--- src/rtl/cim_pkg.sv ---
// Shared definitions for the compute-in-memory row controller.
// Contents: command opcode constants, controller state encoding, and a
// helper telling whether a state drives a word-line pulse into the bank.
package cim_pkg;

  localparam logic [1:0] OP_CLEAR = 2'b00;
  localparam logic [1:0] OP_WRITE = 2'b01;
  localparam logic [1:0] OP_READ  = 2'b10;
  localparam logic [1:0] OP_ACCUM = 2'b11;

  typedef enum logic [2:0] {
    IDLE   = 3'd0,
    CLR_S  = 3'd1,
    WR_S   = 3'd2,
    RD_S   = 3'd3,
    ACC_RD = 3'd4,
    ACC_WR = 3'd5,
    RSP    = 3'd6
  } state_e;

  // True for every state that touches the array (one word-line group active).
  function automatic logic is_array_state(input state_e s);
    return (s == CLR_S) || (s == WR_S) || (s == RD_S) ||
           (s == ACC_RD) || (s == ACC_WR);
  endfunction

endpackage

--- src/rtl/cim_row_ctrl_if.sv ---
// Command / response channel between the convolution datapath (master) and
// the CIM row controller (slave).
// Ports: cmd_valid/cmd_ready/cmd_op/cmd_row/cmd_data (command),
//        rsp_valid/rsp_ready/rsp_data/rsp_carry/rsp_err (response).
interface cim_row_ctrl_if #(
  parameter int ROWS  = 8,
  parameter int WIDTH = 8
);
  localparam int ADDR_W = $clog2(ROWS);

  logic              cmd_valid;
  logic              cmd_ready;
  logic [1:0]        cmd_op;
  logic [ADDR_W-1:0] cmd_row;
  logic [WIDTH-1:0]  cmd_data;
  logic              rsp_valid;
  logic              rsp_ready;
  logic [WIDTH-1:0]  rsp_data;
  logic              rsp_carry;
  logic              rsp_err;

  modport master (
    output cmd_valid, cmd_op, cmd_row, cmd_data, rsp_ready,
    input  cmd_ready, rsp_valid, rsp_data, rsp_carry, rsp_err
  );

  modport slave (
    input  cmd_valid, cmd_op, cmd_row, cmd_data, rsp_ready,
    output cmd_ready, rsp_valid, rsp_data, rsp_carry, rsp_err
  );
endinterface

--- src/rtl/cim_row_decoder.sv ---
// Row address to one-hot word-line select.
// Ports: i_row (row address), i_en (enable), o_onehot (ROWS-bit select).
// Output is all-zero when disabled or when i_row addresses a missing row.
module cim_row_decoder #(
  parameter int ROWS   = 8,
  parameter int ADDR_W = $clog2(ROWS)
) (
  input  logic [ADDR_W-1:0] i_row,
  input  logic              i_en,
  output logic [ROWS-1:0]   o_onehot
);

  // Compare against each existing row; rows >= ROWS simply never match.
  always_comb begin
    o_onehot = {ROWS{1'b0}};
    for (int i = 0; i < ROWS; i++) begin
      if (i_en && (i_row == ADDR_W'(i))) begin
        o_onehot[i] = 1'b1;
      end else begin
        o_onehot[i] = 1'b0;
      end
    end
  end

endmodule

--- src/rtl/cim_row_ctrl.sv ---
// Command sequencer for a ROWS x WIDTH bank of stdCell CIM cells.
// Ports: clk, rst (async active-high); bus (command/response channel);
//        rwl/wwl/gwl/clr per-row word lines, read_en/write_en cell strobes,
//        bl bitline data, sa sense-amp inputs, to_adder/from_adder add path.
// Every array-facing output is registered from the next state, so each pulse
// lines up exactly with the state that owns it.
module cim_row_ctrl
  import cim_pkg::*;
#(
  parameter int ROWS  = 8,
  parameter int WIDTH = 8
) (
  input  logic             clk,
  input  logic             rst,
  cim_row_ctrl_if.slave    bus,
  output logic [ROWS-1:0]  rwl,
  output logic [ROWS-1:0]  wwl,
  output logic [ROWS-1:0]  gwl,
  output logic [ROWS-1:0]  clr,
  output logic             read_en,
  output logic             write_en,
  output logic [WIDTH-1:0] bl,
  input  logic [WIDTH-1:0] sa,
  input  logic [WIDTH-1:0] to_adder,
  output logic [WIDTH-1:0] from_adder
);

  localparam int ADDR_W = $clog2(ROWS);
  localparam logic [ADDR_W:0] ROWS_L = (ADDR_W + 1)'(ROWS);

  function automatic logic [WIDTH:0] acc_add(input logic [WIDTH-1:0] a,
                                             input logic [WIDTH-1:0] b);
    return {1'b0, a} + {1'b0, b};
  endfunction

  state_e            r_state, w_next;
  logic [ADDR_W-1:0] r_row, w_row;
  logic [WIDTH-1:0]  r_data, w_data;
  logic              r_acc_carry;
  logic              w_accept, w_row_ok;
  logic [ROWS-1:0]   w_onehot;
  logic [WIDTH:0]    w_sum;

  logic [ROWS-1:0]   r_rwl, r_wwl, r_gwl, r_clr;
  logic [ROWS-1:0]   w_rwl_n, w_wwl_n, w_gwl_n, w_clr_n;
  logic              r_read_en, r_write_en, w_read_en_n, w_write_en_n;
  logic [WIDTH-1:0]  r_bl, r_from_adder, w_bl_n, w_from_adder_n;
  logic              r_rsp_valid, r_rsp_carry, r_rsp_err, r_cmd_ready;
  logic              w_rsp_valid_n, w_rsp_carry_n, w_rsp_err_n, w_cmd_ready_n;
  logic [WIDTH-1:0]  r_rsp_data, w_rsp_data_n;

  assign w_accept = bus.cmd_valid & r_cmd_ready;
  assign w_sum    = acc_add(to_adder, r_data);
  assign w_row_ok = ({1'b0, w_row} < ROWS_L);

  // In IDLE the command is still on the bus; afterwards use the latched copy.
  always_comb begin
    if (r_state == IDLE) begin
      w_row  = bus.cmd_row;
      w_data = bus.cmd_data;
    end else begin
      w_row  = r_row;
      w_data = r_data;
    end
  end

  cim_row_decoder #(.ROWS(ROWS), .ADDR_W(ADDR_W)) u_dec (
    .i_row    (w_row),
    .i_en     (is_array_state(w_next)),
    .o_onehot (w_onehot)
  );

  // State register.
  always_ff @(posedge clk or posedge rst) begin
    if (rst) begin
      r_state <= IDLE;
    end else begin
      r_state <= w_next;
    end
  end

  // Next-state logic.
  always_comb begin
    w_next = r_state;
    case (r_state)
      IDLE: begin
        if (w_accept && !w_row_ok) begin
          w_next = RSP;
        end else if (w_accept) begin
          case (bus.cmd_op)
            OP_CLEAR: w_next = CLR_S;
            OP_WRITE: w_next = WR_S;
            OP_READ:  w_next = RD_S;
            OP_ACCUM: w_next = ACC_RD;
            default:  w_next = IDLE;
          endcase
        end else begin
          w_next = IDLE;
        end
      end
      CLR_S, WR_S, RD_S, ACC_WR: w_next = RSP;
      ACC_RD:                    w_next = ACC_WR;
      RSP: begin
        if (bus.rsp_ready) begin
          w_next = IDLE;
        end else begin
          w_next = RSP;
        end
      end
      default: w_next = IDLE;
    endcase
  end

  // Output values for the coming cycle, keyed on the state being entered.
  always_comb begin
    w_rwl_n        = {ROWS{1'b0}};
    w_wwl_n        = {ROWS{1'b0}};
    w_gwl_n        = {ROWS{1'b0}};
    w_clr_n        = {ROWS{1'b0}};
    w_read_en_n    = 1'b0;
    w_write_en_n   = 1'b0;
    w_bl_n         = {WIDTH{1'b0}};
    w_from_adder_n = {WIDTH{1'b0}};
    w_rsp_valid_n  = 1'b0;
    w_rsp_data_n   = {WIDTH{1'b0}};
    w_rsp_carry_n  = 1'b0;
    w_rsp_err_n    = 1'b0;
    w_cmd_ready_n  = (w_next == IDLE);
    case (w_next)
      CLR_S:  w_clr_n = w_onehot;
      WR_S: begin
        w_gwl_n      = w_onehot;
        w_write_en_n = 1'b1;
        w_bl_n       = w_data;
      end
      RD_S: begin
        w_gwl_n     = w_onehot;
        w_read_en_n = 1'b1;
      end
      ACC_RD: w_rwl_n = w_onehot;
      ACC_WR: begin
        // to_adder is valid during ACC_RD, so the sum is formed here and
        // presented to the cells throughout ACC_WR.
        w_wwl_n        = w_onehot;
        w_from_adder_n = w_sum[WIDTH-1:0];
      end
      RSP: begin
        w_rsp_valid_n = 1'b1;
        case (r_state)
          WR_S:   w_rsp_data_n = r_data;
          RD_S:   w_rsp_data_n = sa;
          ACC_WR: begin
            w_rsp_data_n  = r_from_adder;
            w_rsp_carry_n = r_acc_carry;
          end
          RSP: begin
            w_rsp_data_n  = r_rsp_data;
            w_rsp_carry_n = r_rsp_carry;
            w_rsp_err_n   = r_rsp_err;
          end
          IDLE:    w_rsp_err_n  = 1'b1;
          default: w_rsp_data_n = {WIDTH{1'b0}};
        endcase
      end
      default: w_cmd_ready_n = (w_next == IDLE);
    endcase
  end

  // Output registers.
  always_ff @(posedge clk or posedge rst) begin
    if (rst) begin
      r_rwl        <= {ROWS{1'b0}};
      r_wwl        <= {ROWS{1'b0}};
      r_gwl        <= {ROWS{1'b0}};
      r_clr        <= {ROWS{1'b0}};
      r_read_en    <= 1'b0;
      r_write_en   <= 1'b0;
      r_bl         <= {WIDTH{1'b0}};
      r_from_adder <= {WIDTH{1'b0}};
      r_rsp_valid  <= 1'b0;
      r_rsp_data   <= {WIDTH{1'b0}};
      r_rsp_carry  <= 1'b0;
      r_rsp_err    <= 1'b0;
      r_cmd_ready  <= 1'b1;
    end else begin
      r_rwl        <= w_rwl_n;
      r_wwl        <= w_wwl_n;
      r_gwl        <= w_gwl_n;
      r_clr        <= w_clr_n;
      r_read_en    <= w_read_en_n;
      r_write_en   <= w_write_en_n;
      r_bl         <= w_bl_n;
      r_from_adder <= w_from_adder_n;
      r_rsp_valid  <= w_rsp_valid_n;
      r_rsp_data   <= w_rsp_data_n;
      r_rsp_carry  <= w_rsp_carry_n;
      r_rsp_err    <= w_rsp_err_n;
      r_cmd_ready  <= w_cmd_ready_n;
    end
  end

  // Command capture and accumulate carry.
  always_ff @(posedge clk or posedge rst) begin
    if (rst) begin
      r_row       <= {ADDR_W{1'b0}};
      r_data      <= {WIDTH{1'b0}};
      r_acc_carry <= 1'b0;
    end else begin
      if (w_accept) begin
        r_row  <= bus.cmd_row;
        r_data <= bus.cmd_data;
      end else begin
        r_row  <= r_row;
        r_data <= r_data;
      end
      if (w_next == ACC_WR) begin
        r_acc_carry <= w_sum[WIDTH];
      end else begin
        r_acc_carry <= r_acc_carry;
      end
    end
  end

  assign rwl           = r_rwl;
  assign wwl           = r_wwl;
  assign gwl           = r_gwl;
  assign clr           = r_clr;
  assign read_en       = r_read_en;
  assign write_en      = r_write_en;
  assign bl            = r_bl;
  assign from_adder    = r_from_adder;
  assign bus.cmd_ready = r_cmd_ready;
  assign bus.rsp_valid = r_rsp_valid;
  assign bus.rsp_data  = r_rsp_data;
  assign bus.rsp_carry = r_rsp_carry;
  assign bus.rsp_err   = r_rsp_err;

endmodule

--- src/flat_wrapper.sv ---
// flat-port wrapper written by rule: the top's interface ports become plain ports
module cim_row_ctrl_flat import cim_pkg::*;
#(
  parameter int ROWS  = 8,
  parameter int WIDTH = 8
)
  (clk, rst, rwl, wwl, gwl, clr, read_en, write_en, bl, sa, to_adder, from_adder, bus_cmd_valid, bus_cmd_op, bus_cmd_row, bus_cmd_data, bus_rsp_ready, bus_cmd_ready, bus_rsp_valid, bus_rsp_data, bus_rsp_carry, bus_rsp_err);
  cim_row_ctrl_if #(.ROWS(ROWS), .WIDTH(WIDTH)) bus_i ();
  input  logic clk;
  input  logic rst;
  output logic [ROWS-1:0] rwl;
  output logic [ROWS-1:0] wwl;
  output logic [ROWS-1:0] gwl;
  output logic [ROWS-1:0] clr;
  output logic read_en;
  output logic write_en;
  output logic [WIDTH-1:0] bl;
  input  logic [WIDTH-1:0] sa;
  input  logic [WIDTH-1:0] to_adder;
  output logic [WIDTH-1:0] from_adder;
  input wire logic [$bits(bus_i.cmd_valid)-1:0] bus_cmd_valid;
  input wire logic [$bits(bus_i.cmd_op)-1:0] bus_cmd_op;
  input wire logic [$bits(bus_i.cmd_row)-1:0] bus_cmd_row;
  input wire logic [$bits(bus_i.cmd_data)-1:0] bus_cmd_data;
  input wire logic [$bits(bus_i.rsp_ready)-1:0] bus_rsp_ready;
  output wire logic [$bits(bus_i.cmd_ready)-1:0] bus_cmd_ready;
  output wire logic [$bits(bus_i.rsp_valid)-1:0] bus_rsp_valid;
  output wire logic [$bits(bus_i.rsp_data)-1:0] bus_rsp_data;
  output wire logic [$bits(bus_i.rsp_carry)-1:0] bus_rsp_carry;
  output wire logic [$bits(bus_i.rsp_err)-1:0] bus_rsp_err;
  assign bus_i.cmd_valid = bus_cmd_valid;
  assign bus_i.cmd_op = bus_cmd_op;
  assign bus_i.cmd_row = bus_cmd_row;
  assign bus_i.cmd_data = bus_cmd_data;
  assign bus_i.rsp_ready = bus_rsp_ready;
  assign bus_cmd_ready = bus_i.cmd_ready;
  assign bus_rsp_valid = bus_i.rsp_valid;
  assign bus_rsp_data = bus_i.rsp_data;
  assign bus_rsp_carry = bus_i.rsp_carry;
  assign bus_rsp_err = bus_i.rsp_err;
  cim_row_ctrl #(.ROWS(ROWS), .WIDTH(WIDTH)) u_core (.clk(clk), .rst(rst), .bus(bus_i), .rwl(rwl), .wwl(wwl), .gwl(gwl), .clr(clr), .read_en(read_en), .write_en(write_en), .bl(bl), .sa(sa), .to_adder(to_adder), .from_adder(from_adder));
endmodule
--- config.mk ---
export PLATFORM = sky130hd
export DESIGN_NAME = cim_row_ctrl_flat
export DESIGN_NICKNAME = d
export VERILOG_FILES = /design/src/rtl/cim_pkg.sv /design/src/rtl/cim_row_ctrl_if.sv /design/src/rtl/cim_row_decoder.sv /design/src/rtl/cim_row_ctrl.sv /design/src/flat_wrapper.sv
export SDC_FILE = /design/constraint.sdc
export NUM_CORES = 1
export LEC_CHECK = 0
export ABC_CLOCK_PERIOD_IN_PS = 2800
export CORE_MARGIN = 4
export CORE_UTILIZATION = 47
export DETAILED_ROUTE_END_ITERATION = 12
export GPL_TIMING_DRIVEN = 0
export PLACE_DENSITY = 0.86
export SLEW_MARGIN = 20
export SYNTH_ARGS = -nofsm -noshare
export SYNTH_HDL_FRONTEND = slang
export SYNTH_SLANG_ARGS = --single-unit
--- constraint.sdc ---
create_clock -name clk -period 2.8 [get_ports clk]
set_input_delay 0.28 -clock clk [delete_from_list [all_inputs] [get_ports clk]]
set_output_delay 0.28 -clock clk [all_outputs]
set_load 0.02 [all_outputs]
### Word-level counts from Yosys, hierarchy flattened

Index checks and enable logic that the tools add are counted.

| operators by class | value |
|---|---|
| $add $sub $neg | 1 |
| bitwise operators | 1 |
| reductions and logical operators | 18 |
| muxes and demuxes | 29 |
| equal/unequal tests | 23 |

Operators by type and width:

| cell | count |
|---|---|
| $mux W8 | 8 |
| $pmux W8 S4 | 1 |
| $eq A3 B3 Y1 const B | 10 |
| $pmux W3 S4 | 2 |
| $eq A3 B2 Y1 const B | 6 |
| $mux W1 | 13 |
| $add A8 B8 Y9 | 1 |
| $eq A3 B1 Y1 const B | 3 |
| $logic_not A3 Y1 | 3 |
| $mux W3 | 3 |
| $logic_and A1 B1 Y1 | 8 |
| $eq A2 B2 Y1 const B | 2 |
| $logic_or A1 B1 Y1 | 4 |
| $pmux W1 S2 | 2 |
| $reduce_or A4 Y1 | 1 |
| $eq A2 B1 Y1 const B | 1 |
| $logic_not A2 Y1 | 1 |
| $ne A2 B2 Y1 const B | 1 |
| $reduce_or A2 Y1 | 1 |
| $and A1 B1 Y1 | 1 |

| storage, ports and cells | value |
|---|---|
| word-level logic and storage cells | 89 |
| input bits | 33 |
| output and inout port bits | 62 |
| register bits after elaboration | 77 |

### Longest topological paths before layout

Gate-level depths: netlist of run 1.

| logic depth | value |
|---|---|
| depth after elaboration | 12 |
| depth in mapped cells | 7 |
| depth with buffers taken out | 6 |

### Cells and area by module

From an unflattened synthesis of run 1, not the netlist that was laid out.

| second synthesis, totals | value |
|---|---|
| cell total of the unflattened synthesis | 315 |
| area total of the unflattened synthesis | 3559.7 µm² |

Modules (own cells, without submodules):

| module | cells an instance | sequential area each (µm²) | instances | area an instance (µm²) |
|---|---|---|---|---|
| cim_row_ctrl | 307 | 1928.1 | 1 | 3463.3 |
| cim_row_decoder | 8 | 0.0 | 1 | 96.3 |

### Worst setup path after synthesis of run 1

OpenSTA, ideal clock, no wires.

| timing path | value |
|---|---|
| path kind | register to register |
| start point | register u_core.r_data[0] |
| end point | register u_core.r_from_adder[6], in the netlist u_core.from_adder[6] |
| library setup time | 0.079 ns |
| stages on the path, launching flop included | 7 |
| period minus slack after synthesis | 1.748 ns |
| path buffers | 0 |
| data required time | 2.721 ns |
| path slack | 1.052 ns |
| data arrival time | 1.669 ns |
| path through | dfrtp_1 > ha_1 > fa_1 > a211oi_1 > o21ai_0 > o21ai_0 > mux2i_1 |

| between the ends | value |
|---|---|
| cells in the longest elaborated chain, start to end | 2 |

RTL lines:

| element | RTL line | text |
|---|---|---|
| start: declaration | cim_row_ctrl.sv:38 | `logic [WIDTH-1:0] r_data, w_data;` |
| start signal: assignment | cim_row_ctrl.sv:206 | `r_data <= {WIDTH{1'b0}};` |
| start signal: assignment | cim_row_ctrl.sv:211 | `r_data <= bus.cmd_data;` |
| start signal: assignment | cim_row_ctrl.sv:214 | `r_data <= r_data;` |
| $add A8 B8 Y9 | cim_row_ctrl.sv:33 | `return {1'b0, a} + {1'b0, b};` |
| $mux W8 | cim_row_ctrl.sv:129 | `case (w_next)` |
| via u_core.w_from_adder_n[6] | cim_row_ctrl.sv:47 | `logic [WIDTH-1:0] r_bl, r_from_adder, w_bl_n, w_from_adder_n;` |
| end signal: assignment | cim_row_ctrl.sv:179 | `r_from_adder <= {WIDTH{1'b0}};` |
| end signal: assignment | cim_row_ctrl.sv:193 | `r_from_adder <= w_from_adder_n;` |
| end: declaration | cim_row_ctrl.sv:47 |  |

The timed path passes the listed nets, and every way through them passes these cells.
A chain may end at the register's enable or synchronous reset.

### Final worst setup path of run 1

| timing path | value |
|---|---|
| start point | register u_core.r_data[0] |
| end point | register u_core.r_acc_carry |

| between the ends | value |
|---|---|
| cells in the longest elaborated chain, start to end | 1 |

RTL lines:

| element | RTL line | text |
|---|---|---|
| $add A8 B8 Y9 | cim_row_ctrl.sv:33 |  |
| end signal: assignment | cim_row_ctrl.sv:217 | `r_acc_carry <= w_sum[WIDTH];` |
| end signal: assignment | cim_row_ctrl.sv:219 | `r_acc_carry <= r_acc_carry;` |
| end: declaration | cim_row_ctrl.sv:39 | `logic r_acc_carry;` |

Every way passes these cells.

==> results of run 1 <==
-- cells in the mapped netlist (3+ instances only) --
cell type | count | share of area, %
o21ai_0 | 6 | 0.86
a22o_1 | 6 | 1.5
inv_1 | 7 | 0.75
a22oi_1 | 7 | 1.5
nand2b_1 | 7 | 1.3
buf_4 | 3 | 0.65
ha_1 | 11 | 3.9
mux2i_1 | 17 | 4.9
or2_2 | 3 | 0.54
nor2_1 | 59 | 6.4
o21a_1 | 3 | 0.65
a21oi_1 | 5 | 0.72
buf_2 | 5 | 0.72
dfrtp_1 | 76 | 55
nand2_1 | 12 | 1.3
mux2_2 | 17 | 5.5
and2_1 | 3 | 0.54
nor3_1 | 3 | 0.43
nand3_1 | 4 | 0.57
nor2b_1 | 3 | 0.54
-- worst register-to-register path: cells and delay by family, from the launching register on --
family                     cells  cell delay [ns]
adders and majority gates      2             0.70
DFF                            1             0.45
AOI/OAI and AO/OA              4             0.85
-- power groups by stage --
stage	registers, mW	clock network [mW]	logic, mW
6_report	1.55	0.804	1.93
5_1_grt	1.58	0.872	2.11
4_1_cts	1.55	0.814	1.94
3_5_place_dp	1.56	0	1.92
3_3_place_gp	1.55	0	1.85
2_1_floorplan	1.64	0	1.18
-- registers in the layout, indices dropped and copies added, names as in the netlist --
signal	count
u_core.bl	8
u_core.bus.rsp_data	8
u_core.clr	8
u_core.from_adder	8
u_core.gwl	8
u_core.r_data	8
u_core.rwl	8
u_core.wwl	8
u_core.r_row	3
u_core.r_state	3
u_core.bus.cmd_ready	1
u_core.bus.rsp_carry	1
u_core.bus.rsp_err	1
u_core.bus.rsp_valid	1
u_core.r_acc_carry	1
u_core.read_en	1
u_core.write_en	1
-- cells by family (layout without fill, tap and decap cells) --
family / after synthesis / after routing / synth area share, %
AND/OR/NAND/NOR: 112 / 112 / 16.44
flip-flops: 77 / 77 / 55.31
AO/OA/AOI/OAI: 45 / 45 / 9.296
multiplexers: 36 / 36 / 11.20
buffers and inverters: 18 / 129 / 2.979
adder cells (fa/ha/maj): 12 / 12 / 4.523
XOR/XNOR: 1 / 1 / 0.2513
-- per-layer routing --
layer  up-vias  wire length (µm)  track usage, %
met4         0               185           7.942
met3        17               506           5.929
met2       102              4719           37.85
met1      1304              3366           24.06
li1       1256                 -               -
met5         -                 0               0
-- worst min-delay path by stage --
stage / start / endpoint / slack, ns / cells after the start
after floorplan: bus_cmd_row[1] / u_core.r_row[1] / 0.43 / 1
after global placement: u_core.r_row[0] / u_core.r_row[0] / 0.51 / 1
after detailed placement: u_core.r_row[0] / u_core.r_row[0] / 0.53 / 1
after CTS: rst / u_core.wwl[7] / 0.25 / 2
after global routing: rst / u_core.clr[7] / 0.25 / 2
final: rst / u_core.wwl[7] / 0.24 / 2
-- layout make-up --
class                      instances  area [µm²]
buffer                            11       77.57
tap                               99       123.9
clock inverter                     7       68.82
timing repair buffer              95       968.4
sequential                        77        1928
multi-input combinational        206        1454
clock buffer                       9       123.9
inverter                           7       28.78
fill                             565        2441
-- stage by stage --
| stage | hold WS, ns | cells | TNS, ns | area [µm²] | setup WS [ns] |
|---|---|---|---|---|---|
| 2_1_floorplan | 0.4304 | 301 | 0 | 3486 | 0.5550 |
| 3_3_place_gp | 0.5104 | 494 | -39.14 | 4551 | -0.5167 |
| 3_5_place_dp | 0.5270 | 495 | 0 | 4581 | 0.4594 |
| 4_1_cts | 0.2472 | 511 | 0 | 4773 | 0.7326 |
| 5_1_grt | 0.2500 | 511 | 0 | 4773 | 0.6213 |
| 6_report | 0.2421 | 511 | 0 | 4773 | 0.6808 |
==> summary.txt, run 1 <==
Worst setup path
  – WP buf/inv: 0
  – End of the critical path: u_core.r_acc_carry
  – Startpoint types: flop
  – R2R setup slack: 0.68 ns
  – Crit. path cell count: 6
  – Arrival time worst endpoint: 2.34 ns
  – CP max FO: 4
  – R2r startpoint: u_core.r_data[0]
  – CP startpoint: u_core.r_data[0]
  – CP Cell Sequence: ha_1 -> fa_1 -> a211oi_1 -> o21ai_0 -> o21ai_0 -> a2bb2oi_1
  – Crit. End Element: flop
  – Kind of critical path: flop to flop
  – CP dominant cell by count: o21ai_0
  – Crit-path slowest cell: dfrtp_1
  – Crit path max-delay family: compound AO/OA/AOI/OAI gates
  – Slowest stage delay, CP: 0.45 ns
  – Req. time, crit path: 3.02 ns
  – Worst R2R End: u_core.r_acc_carry
  – R2R cell count: 6

CTS
  – Clk buf depth: 2
  – Clk root buf: clkbuf_8
  – Setup Buffers After CTS: 0
  – Hold_buf cts: 0
  – Num CTS Buffers: 9
  – Worst-path clk slew: 0.09 ns
  – CTS tree: yes
  – Post-CTS Resized: 0
  – H-tree depth: 3
  – Clk sinks: 77
  – Clk_lat worst skew: 0.35 ns

Power and ir drop
  – P_int: 2.552 mW
  – NetSw: 1.735 mW
  – Sequential share of power: 36.1%
  – Combinational power share: 45.1%
  – Net Sw Frac: 40.48%
  – Tot Pwr: 4.287 mW
  – Clock power frac: 18.7%
  – Power density over cell area: 898.2 nW/µm²
  – P_leak: 2.104 nW
  – Peak VDD IR: 539.2 µV

Floorplan
  – Die height: 94.12 µm
  – Die area: 8859 µm²
  – Die width: 94.12 µm
  – Initial Utilization: 48.32%
  – I/O pin total: 95
  – Core ar.: 7214 µm²
  – Num rows: 31

Timing
  – Worst-Margin Slew: 0.5472 ns
  – Period utilization: 75.68%
  – Clock Skew: 0.01325 ns
  – Final Max Slew Viols: 0
  – RSZ-0062 raised after global routing: no
  – Final Setup Violations: 0
  – Fmax: 0.4719 GHz
  – Final min period: 2.119 ns
  – Max transition margin: 63.44%
  – Final hold vios: 0

Routing
  – 1st-iter DRT viols: 112
  – Final wirelength: 8778 µm
  – DRT Pass-1 Iters: 4
  – Vias per inst: 5.243
  – Post-route ant nets: 0
  – Via count: 2679
  – Wirelength per Cell: 17.18 µm
  – Drt drc: 0

Synth
  – Number of enable flip-flop cells after synthesis: 0
  – Syn Inst Count: 301
  – Ys async rst share: 100.0%
  – Yosys warns: 0
  – Mapped Nets: 346
  – Register area share after synthesis: 55.31%
  – Avg Cell Area, Syn: 11.58 µm²
  – Synth Register Bits: 77
  – Post-synthesis cell type count: 55
  – Predominant post-synthesis flop cell: dfrtp_1
  – Post-Syn Area: 3486 µm²

Place
  – GPL Wtd Cong: 0.8669
  – Hpwl dp: 6653 µm
  – I/O Buffers: 94

Global route
  – First-pass GRT wire length: 14190 µm
  – Initial antenna violation count: 0
  – Gr usage total: 21.24%
  – Largest net degree at the start of global routing: 52
  – Total grt overflow: 0
  – Vias in the first global route: 2837

Cells and area
  – P&R area growth vs syn: 36.93%
  – Core Util, Final: 66.16%
  – # diodes: 0
  – Fraction of layout instances using a drive strength above 1: 15.29%
  – Final net count: 452
  – Commonest non-fill, non-tap cell in the layout: clkdlybuf4s50_1
  – Most frequent cells in the layout: clkdlybuf4s50_1 (94), dfrtp_1 (76), nor2_1 (59)

Min path
  – Hold WC Path Type: primary input to asynchronous set/reset pin

Job
  – Max-Cap Viols: 0

Outcome
  – Status: complete, no violations
Power figures use the tool's default switching activity.
==> run 2: changes to the inputs <==
--- a/config.mk
+++ b/config.mk
@@ -5,7 +5,7 @@
 export SDC_FILE = /design/constraint.sdc
 export NUM_CORES = 1
 export LEC_CHECK = 0
-export ABC_CLOCK_PERIOD_IN_PS = 2800
+export ABC_CLOCK_PERIOD_IN_PS = 2000
 export CORE_MARGIN = 4
 export CORE_UTILIZATION = 47
 export DETAILED_ROUTE_END_ITERATION = 12
==> constraint.sdc (replaced) <==
create_clock -name clk -period 2 [get_ports clk]
set_input_delay 0.2 -clock clk [delete_from_list [all_inputs] [get_ports clk]]
set_output_delay 0.2 -clock clk [all_outputs]
set_load 0.02 [all_outputs]
==> summary.txt, run 2 (same netlist as run 1, synthesis figures left out) <==
Worst setup path
  – Arrival time worst endpoint: 2.15 ns
  – Startpoint types: flop
  – CP Cell Sequence: ha_2 -> fa_2 -> a211oi_2 -> o21ai_1 -> o21ai_0 -> mux2i_1
  – CP max FO: 4
  – Crit-path slowest cell: dfrtp_1
  – Req. time, crit path: 2.27 ns
  – Crit path max-delay family: adder cells
  – Slowest stage delay, CP: 0.45 ns
  – Crit. End Element: flop
  – R2R cell count: 6
  – Kind of critical path: flop to flop
  – WP buf/inv: 0
  – Crit. path cell count: 6

Global route
  – Total grt overflow: 0
  – Largest net degree at the start of global routing: 39
  – Met1 Usage GRT: 26.26%
  – Vias in the first global route: 2968
  – Met3 usage: 4.167%
  – Most used routing layer: met2
  – First-pass GRT wire length: 14490 µm
  – Initial antenna violation count: 0
  – Met2 Resource Use GR: 37.20%
  – Gr usage total: 21.85%

Routing
  – Wirelength per Cell: 17.34 µm
  – 1st-iter DRT viols: 87
  – DRT Pass-1 Iters: 4
  – Final wirelength: 8893 µm
  – Via count: 2746
  – Drt drc: 0
  – Vias per inst: 5.353
  – Post-route ant nets: 0

Floorplan
  – Die height: 94.12 µm
  – I/O pin total: 95
  – Core ar.: 7214 µm²
  – Die width: 94.12 µm
  – Initial Utilization: 48.32%
  – Die area: 8859 µm²
  – Num rows: 31

Timing
  – Final min period: 1.883 ns
  – Final Setup Violations: 0
  – Final hold vios: 0
  – Final WS setup: 0.1174 ns
  – Hold slack: 0.1704 ns
  – Period utilization: 94.13%
  – RSZ-0062 raised after global routing: no
  – Fmax: 0.5312 GHz
  – Clock Skew: 0.008865 ns
  – Worst-Margin Slew: 0.5887 ns
  – Final Max Slew Viols: 0
  – Max transition margin: 60.67%

CTS
  – Clk buf depth: 2
  – Clk root buf: clkbuf_8
  – CTS tree: yes
  – Clk sinks: 77
  – Num CTS Buffers: 9
  – Clk_lat worst skew: 0.35 ns
  – H-tree depth: 3
  – Worst-path clk slew: 0.08 ns

Cells and area
  – Multi-input gate area: 1474 µm²
  – Register area: 1928 µm²
  – P&R area growth vs syn: 40.31%
  – Fraction of layout instances using a drive strength above 1: 16.67%
  – Core Util, Final: 67.79%
  – Most frequent cells in the layout: clkdlybuf4s50_1 (94), dfrtp_1 (76), nor2_1 (58)
  – # diodes: 0
  – Commonest non-fill, non-tap cell in the layout: clkdlybuf4s50_1
  – Final net count: 454
  – # fillers: 556

Place
  – GPL Wtd Cong: 0.8528
  – Hpwl dp: 6609 µm
  – Placement Setup Slack: -0.3063 ns
  – I/O Buffers: 94

Min path
  – Hold WC Path Type: primary input to asynchronous set/reset pin

Power and ir drop
  – Tot Pwr: 6.434 mW
  – Peak VDD IR: 580.5 µV
  – P_leak: 2.152 nW
  – Power density over cell area: 1315 nW/µm²

Outcome
  – Status: complete, no violations

Job
  – Max-Cap Viols: 0
-- run 2: changes by cell type in the layout (fill, tap and decap cells not counted), moves of 2 or more --
cell	previous run	this run
buf_12	0	3
bufinv_16	0	3
inv_6	2	0
o21ai_0	6	4
o21ai_1	2	4
-- run 2: worst reg2reg max path, stage by stage, from the launching register on --
cell	delay, ns
dfrtp_1	0.45
ha_2	0.23
fa_2	0.38
a211oi_2	0.26
o21ai_1	0.14
o21ai_0	0.12
mux2i_1	0.23
-- run 2: timing repair --
| action | 4_1_cts | 5_1_grt |
|---|---|---|
| resized for setup | 2 | 5 |
| buffers inserted | 0 | 1 |
| hold buffers | 0 | 0 |
| setup endpoints to repair | 2 | 13 |
-- run 2: where the power goes --
part | internal, mW | switching, mW | total [mW]
Clock | 0.876 | 0.588 | 1.46
Sequential | 1.88 | 0.297 | 2.17
Combinational | 1.27 | 1.52 | 2.80
-- run 2: final timing paths --
| check | to | startpoint | slack [ns] |
|---|---|---|---|
| worst max-delay path | u_core.from_adder[6] | u_core.r_data[0] | 0.12 |
| worst min-delay path | u_core.bus.rsp_data[0] | rst | 0.17 |
| worst max register to register | u_core.from_adder[6] | u_core.r_data[0] | 0.12 |
| worst min register to register | u_core.r_row[0] | u_core.r_row[0] | 0.57 |
| max in group asynchronous | u_core.bl[6] | rst | 1.12 |
| min in group clk | u_core.bl[2] | bus_cmd_data[2] | 0.49 |
-- run 2: layer usage --
| metal | wire length [µm] | vias to the layer above |
|---|---|---|
| li1 | - | 1258 |
| met2 | 4567 | 123 |
| met4 | 251 | 0 |
| met1 | 3479 | 1341 |
| met3 | 596 | 24 |
| met5 | 0 | - |
-- run 2: final cells by class --
cell class | instances | area share [%]
multi-input combinational | 206 | 30.14
sequential | 77 | 39.42
inverter | 7 | 0.6140
tap | 99 | 2.533
buffer | 11 | 1.586
clock buffer | 10 | 2.814
timing repair buffer | 97 | 20.47
clock inverter | 6 | 2.430
-- run 2: through the flow --
stage	cell area (µm²)	TNS [ns]	cells
CTS	4858	0	512
global placement	4554	-4.661	494
finish	4891	0	513
detailed placement	4594	-7.143	496
floorplan	3490	0	301
global route	4891	0	513
==> run 3: changes to the inputs <==
--- a/config.mk
+++ b/config.mk
@@ -6,6 +6,7 @@
 export NUM_CORES = 1
 export LEC_CHECK = 0
 export ABC_CLOCK_PERIOD_IN_PS = 2000
+export CORE_ASPECT_RATIO = 0.8
 export CORE_MARGIN = 4
 export CORE_UTILIZATION = 47
 export DETAILED_ROUTE_END_ITERATION = 12
==> summary.txt, run 3 (same netlist as run 1, synthesis figures left out) <==
Worst setup path
  – Arrival time worst endpoint: 2.21 ns
  – R2R cell count: 6
  – Kind of critical path: flop to flop
  – Slowest stage delay, CP: 0.42 ns
  – Startpoint types: flop
  – Worst R2R End: u_core.from_adder[6]
  – CP Cell Sequence: ha_1 -> fa_2 -> a211oi_2 -> o21ai_1 -> o21ai_0 -> mux2i_1
  – End of the critical path: u_core.from_adder[6]
  – CP max FO: 4
  – CP startpoint: u_core.r_data[0]
  – Crit-path slowest cell: dfrtp_1
  – R2r startpoint: u_core.r_data[0]
  – R2R setup slack: 0.07 ns
  – Crit. End Element: flop
  – Req. time, crit path: 2.28 ns

Floorplan
  – Die area: 8867 µm²
  – Die width: 104.3 µm
  – I/O pin total: 95
  – Initial Utilization: 49.37%
  – Die height: 85.03 µm
  – Num rows: 27
  – Core ar.: 7061 µm²

Global route
  – Largest net degree at the start of global routing: 34
  – Total grt overflow: 0
  – First-pass GRT wire length: 14150 µm
  – Gr usage total: 20.05%
  – Vias in the first global route: 2807
  – Initial antenna violation count: 0

Routing
  – Drt drc: 0
  – Final wirelength: 8543 µm
  – DRT Pass-1 Iters: 4
  – WL met1: 3721 µm
  – 1st-iter DRT viols: 120
  – Detailed route wirelength on metal2: 4102 µm
  – Met3 routed WL: 652 µm
  – Highest routing layer actually used: met4
  – Via count: 2681
  – Vias per inst: 5.351
  – Post-route ant nets: 0
  – Wirelength per Cell: 17.05 µm

Timing
  – Final Setup Violations: 0
  – Final Max Slew Viols: 0
  – Final hold vios: 0
  – Clock Skew: 0.01218 ns
  – Final WS setup: 0.06511 ns
  – Final min period: 1.935 ns
  – Period utilization: 96.74%
  – Max transition margin: 63.73%
  – Fmax: 0.5168 GHz
  – Worst-Margin Slew: 0.5429 ns
  – Hold slack: 0.1998 ns

Min path
  – Hold WC Path Type: primary input to asynchronous set/reset pin

Cells and area
  – Final net count: 454
  – Post-route cell area: 4792 µm²
  – Commonest non-fill, non-tap cell in the layout: clkdlybuf4s50_1
  – Most frequent cells in the layout: clkdlybuf4s50_1 (94), dfrtp_1 (76), nor2_1 (59)
  – # diodes: 0
  – P&R area growth vs syn: 37.47%
  – Layout Cells excl Fill: 501
  – Fraction of layout instances using a drive strength above 1: 16.18%

CTS
  – H-tree depth: 3
  – Clk root buf: clkbuf_8
  – Clk sinks: 77
  – Clk buf depth: 2
  – Worst-path clk slew: 0.09 ns
  – Clk_lat worst skew: 0.35 ns
  – Num CTS Buffers: 9
  – CTS tree: yes

Job
  – Max-Cap Viols: 0

Place
  – Placement Setup Slack: -0.2499 ns
  – Dpl cells: 484
  – Hpwl dp: 6322 µm
  – GPL Wtd Cong: 0.9146
  – I/O Buffers: 94
  – Post-DP Area: 4587 µm²

Power and ir drop
  – P_leak: 2.112 nW
  – Peak VDD IR: 662.4 µV
  – Power density over cell area: 1257 nW/µm²

Outcome
  – Status: complete, no violations
run 3: repair_timing:
action / CTS / global route
resized for setup: 0 / 4
setup buffers: 0 / 1
endpoints found under the setup margin: 0 / 2
hold buffers: 0 / 0
run 3: metal layers:
| metal | track usage [%] | up-vias |
|---|---|---|
| li1 | - | 1256 |
| met1 | 26.50 | 1295 |
| met2 | 33.06 | 121 |
| met3 | 5.627 | 9 |
| met4 | 4.710 | 0 |
| met5 | 0 | - |
run 3: layout make-up:
type / count / area, µm²
Fill cell: 508 / 2268
Sequential cell: 77 / 1928
Multi-Input combinational cell: 206 / 1461
Timing Repair Buffer: 97 / 996.0
Clock buffer: 9 / 123.9
Tap cell: 87 / 108.9
Buffer: 11 / 77.57
Clock inverter: 7 / 66.31
Inverter: 7 / 30.03
run 3: how the worst min path moves through the flow:
| stage | end | start | depth (start not counted) | slack [ns] |
|---|---|---|---|---|
| after global routing | u_core.from_adder[1] | rst | 2 | 0.23 |
| after CTS | u_core.from_adder[4] | rst | 2 | 0.20 |
| final | u_core.from_adder[1] | rst | 2 | 0.20 |
| after floorplan | u_core.r_row[1] | bus_cmd_row[1] | 1 | 0.35 |
| after detailed placement | u_core.r_row[0] | u_core.r_row[0] | 1 | 0.53 |
| after global placement | u_core.r_row[0] | u_core.r_row[0] | 1 | 0.51 |
run 3: worst max-delay path: cells and delay by family, from the launching register on:
family	cells	cell delay (ns)
flops	1	0.42
fa+ha+maj	2	0.65
compound gates	3	0.56
mux	1	0.23
run 3: report_power, final:
group | total, mW | switching (mW) | internal, mW
clock network | 1.12 | 0.638 | 0.478
registers | 2.17 | 0.291 | 1.88
logic | 2.74 | 1.50 | 1.25
run 3: metrics by stage:
step	util [%]	TNS [ns]	power [mW]
floorplan	-	0	3.957
global placement	64.29	-3.886	4.749
detailed placement	64.97	-6.078	4.855
CTS	67.66	0	5.996
global route	67.87	-0.04109	6.397
finish	67.87	0	6.024
==> variant 1 (settings of run 3) <==
Re-encode `state_e` (7 states) as Gray code, 3 bits wide.
--- a/src/rtl/cim_pkg.sv
+++ b/src/rtl/cim_pkg.sv
@@ -9,13 +9,13 @@
   localparam logic [1:0] OP_ACCUM = 2'b11;
 
   typedef enum logic [2:0] {
-    IDLE   = 3'd0,
-    CLR_S  = 3'd1,
-    WR_S   = 3'd2,
-    RD_S   = 3'd3,
-    ACC_RD = 3'd4,
-    ACC_WR = 3'd5,
-    RSP    = 3'd6
+    IDLE   = 3'b000,
+    CLR_S  = 3'b001,
+    WR_S   = 3'b011,
+    RD_S   = 3'b010,
+    ACC_RD = 3'b110,
+    ACC_WR = 3'b111,
+    RSP    = 3'b101
   } state_e;
 
   // True for every state that touches the array (one word-line group active).
Behaviour: same outputs for any inputs over 10 cycles, from zero or initial values and one cycle with rst high; not proved beyond that.
==> variant 1 against run 3 <==
Power is 13% lower; area after synthesis is 8.3% lower; design area is 5.5% lower; count of clock-buffer cells in the layout stayed put; sequential cell count stayed put; die area is 7.6% lower; worst setup slack worse by 0.053 ns; global-route usage is 1.8 points higher; routed wire length is 1.2% lower; sequential share of layout area is 2.3 points higher; utilization is 1.7 points higher; hold slack better by 0.038 ns; largest cell class unchanged; largest power group is now sequential cells.
==> variant 1: results <==
[status]
status = "completed"

[synth]
syn_inst = 303
synthAdderAreaFrac_pct = 3.76
synthTopCellsByArea = "dfrtp_1 59%, nor2_1 6.1%, nand2_1 5.9%, ha_1 3.1%, mux2_2 2.8%"
yosysUniqueCellTypes = 43
ys_seq_area_share_pct = 60.3
synth_mux_area_share_pct = 3.76
synthXorXnorAreaFrac_pct = 0.822
synth-compound-area-share_pct = 9.12
synthesis.nets = 345
synth_common_cells = "76 x dfrtp_1, 52 x nor2_1, 50 x nand2_1"

[worst_setup_path]
startpoint = "u_core.r_state[0]"
max_stage_delay_ns = 0.68
critPathSlowestCell = "a31oi_1"
crit_family = "simple AND/OR/NAND/NOR gates"
arrival_ns = 2.18
r2r-end = "u_core.wwl[5]"
cp_max_fo = 9
reg2regPathDepth = 4

[grt]
first_global_vias = 2663
grt_usage_pct = 21.9
grt_pass1_wl_mm = 13.4
grt_max_degree = 31

[cells_and_area]
nets = 451
drive_above_1_share_pct = 9.93
finalNonFillerCells = 497
fillers = 486

[place]
place_ws_ns = -0.254
io_buffers = 93
dp_cells = 482
dp_hpwl_mm = 6.27
place.gp.congestion = 0.888
placed_cell_area_mm2 = 0.00428

[power]
powerComb_mw = 1.96
ir_drop_mv = 0.700
p_leak_nw = 2.00
p_switching_mw = 1.98
pg_seq_mw = 2.00

[timing]
fmax_mhz = 503
slew_headroom_pct = 40.5
clock-skew-final_ns = 0.00917

[min_path]
holdCritPathClass = "in2reg"
whs_path_depth = 3
min_to = "u_core.write_en"

[drt]
postRouteWirelength_mm = 8.44
drt-initial-drc-count = 142
vias = 2635

[clocking]
clock_latency_ns = 0.35
-- variant 1: cell types whose count changed after synthesis, sizes merged, moves of 5 or more --
cell,before,now
nand2b,7,2
mux2i,18,3
nand2,13,50
clkbuf,1,6
nor2,60,52
mux2,18,8
-- variant 1: cell type report --
type / count / area, um^2 / share of cell area [%]
buffer: 12 / 53.8 / 1.19
clock buffer: 9 / 124 / 2.74
clock inverter: 6 / 88.8 / 1.96
inverter: 7 / 30.0 / 0.663
multi-input combinational: 207 / 1220 / 26.9
sequential: 77 / 1930 / 42.6
tap: 84 / 105 / 2.32
timing repair buffer: 95 / 978 / 21.6
-- variant 1: per-layer routing --
layer / wire (um) / GRT usage, % / vias up
met1: 3560 / 28.9 / 1295
met3: 570 / 6.71 / 16
met2: 4170 / 35.2 / 89
li1: - / - / 1235
met5: 0 / 0 / -
met4: 143 / 6.59 / 0
-- variant 1: timing repair --
item,4_1_cts,5_1_grt
endpoints found under the setup margin,3,27
gates resized for setup,2,6
hold endpoints to repair,0,0
==> variant 2 (flow settings as in run 3) <==
Without the edit above. `ROWS` is set to 8 in 4 places; all go to 4.
--- a/src/rtl/cim_row_ctrl_if.sv
+++ b/src/rtl/cim_row_ctrl_if.sv
@@ -3,7 +3,7 @@
 // Ports: cmd_valid/cmd_ready/cmd_op/cmd_row/cmd_data (command),
 //        rsp_valid/rsp_ready/rsp_data/rsp_carry/rsp_err (response).
 interface cim_row_ctrl_if #(
-  parameter int ROWS  = 8,
+  parameter int ROWS  = 4,
   parameter int WIDTH = 8
 );
   localparam int ADDR_W = $clog2(ROWS);
--- a/src/rtl/cim_row_decoder.sv
+++ b/src/rtl/cim_row_decoder.sv
@@ -2,7 +2,7 @@
 // Ports: i_row (row address), i_en (enable), o_onehot (ROWS-bit select).
 // Output is all-zero when disabled or when i_row addresses a missing row.
 module cim_row_decoder #(
-  parameter int ROWS   = 8,
+  parameter int ROWS   = 4,
   parameter int ADDR_W = $clog2(ROWS)
 ) (
   input  logic [ADDR_W-1:0] i_row,
--- a/src/rtl/cim_row_ctrl.sv
+++ b/src/rtl/cim_row_ctrl.sv
@@ -7,7 +7,7 @@
 module cim_row_ctrl
   import cim_pkg::*;
 #(
-  parameter int ROWS  = 8,
+  parameter int ROWS  = 4,
   parameter int WIDTH = 8
 ) (
   input  logic             clk,
--- a/src/flat_wrapper.sv
+++ b/src/flat_wrapper.sv
@@ -1,7 +1,7 @@
 // flat-port wrapper written by rule: the top's interface ports become plain ports
 module cim_row_ctrl_flat import cim_pkg::*;
 #(
-  parameter int ROWS  = 8,
+  parameter int ROWS  = 4,
   parameter int WIDTH = 8
 )
   (clk, rst, rwl, wwl, gwl, clr, read_en, write_en, bl, sa, to_adder, from_adder, bus_cmd_valid, bus_cmd_op, bus_cmd_row, bus_cmd_data, bus_rsp_ready, bus_cmd_ready, bus_rsp_valid, bus_rsp_data, bus_rsp_carry, bus_rsp_err);
Interface: changed (5 resized); port bits go from 95 to 78. The function was not compared with the original's and may differ.
==> variant 2 against run 3 <==
Global-route usage grew 1.8 points; area after synthesis shrank 17%; utilization fell by 1.4 points; routed wire length decreased by 10%; sequential cell count down 17; sequential power down 15%; design area is 18% lower; worst setup slack better by 0.0078 ns; power decreased by 6.5%; synthesized cell count down 8.3%; sequential share of layout area down 2.0 points; hold slack improved by 0.15 ns; critical path type unchanged; critical endpoint is now u_core.r_acc_carry.
==> variant 2: results <==
[cells_and_area]
drive_above_1_share_pct = 13.1
multi_input_area_share_pct = 31.5
fillers = 442
stdcell_area_mm2 = 0.00393
flops_and_latches = 60
finalNonFillerCells = 448
seq_area_share_pct = 38.2
area_share_nonclk_buffers_pct = 21.6

[grt]
grt_usage_pct = 21.9
met3_usage_pct = 4.55
grt_max_degree = 61

[worst_setup_path]
arrival_ns = 2.13
r2r-end = "u_core.r_acc_carry"

[clocking]
path_clk_slew_ns = 0.07
clock_latency_ns = 0.33

[timing]
tightestPinTransition_ns = 0.735
fmax_mhz = 519

[place]
dp_hpwl_mm = 5.49
place_ws_ns = -0.166
placed_cell_area_mm2 = 0.00375
place.gp.congestion = 0.876

[floorplan]
tapCellCount = 81

[drt]
met2_wirelength_mm = 3.54
viasPerCell = 5.35
postRouteWirelength_mm = 7.65

[synth]
synthTopCellsByArea = "dfrtp_1 51%, mux2_2 5.1%, nor2_1 4.8%, ha_1 4.8%, nand2_1 2.7%"

[power]
ir_drop_mv = 0.581
p_leak_nw = 1.78
p_int_mw = 3.31

[status]
status = "completed"
variant 2: changes by cell type in the layout (fill, tap and decap cells not counted), sizes merged, moves of 5 or more:
| cell | before | now |
|---|---|---|
| mux2i | 18 | 7 |
| clkdlybuf4s50 | 94 | 77 |
| mux2 | 18 | 13 |
| nor2 | 60 | 37 |
| nand2 | 13 | 21 |
| a31oi | 1 | 6 |
| nor3 | 6 | 11 |
| inv | 10 | 16 |
| dfrtp | 76 | 59 |
| nand3 | 5 | 12 |
| a21oi | 5 | 15 |
| nand2b | 7 | 1 |
variant 2: critical path, cell delays in order (launching register included):
cell and delay, ns:
dfrtp_1 0.42, ha_1 0.23, fa_1 0.45, a211oi_2 0.24
o21ai_1 0.14, a31oi_1 0.23, mux2i_1 0.10
variant 2: logic make-up after synthesis:
kind of cell	count (synthesis)	synth area share, %
simple gates	97	16.5
flops	60	52.2
compound gates	55	12.7
buf+inv	30	4.91
mux	20	7.52
fa+ha+maj	12	5.48
xor+xnor	2	0.609
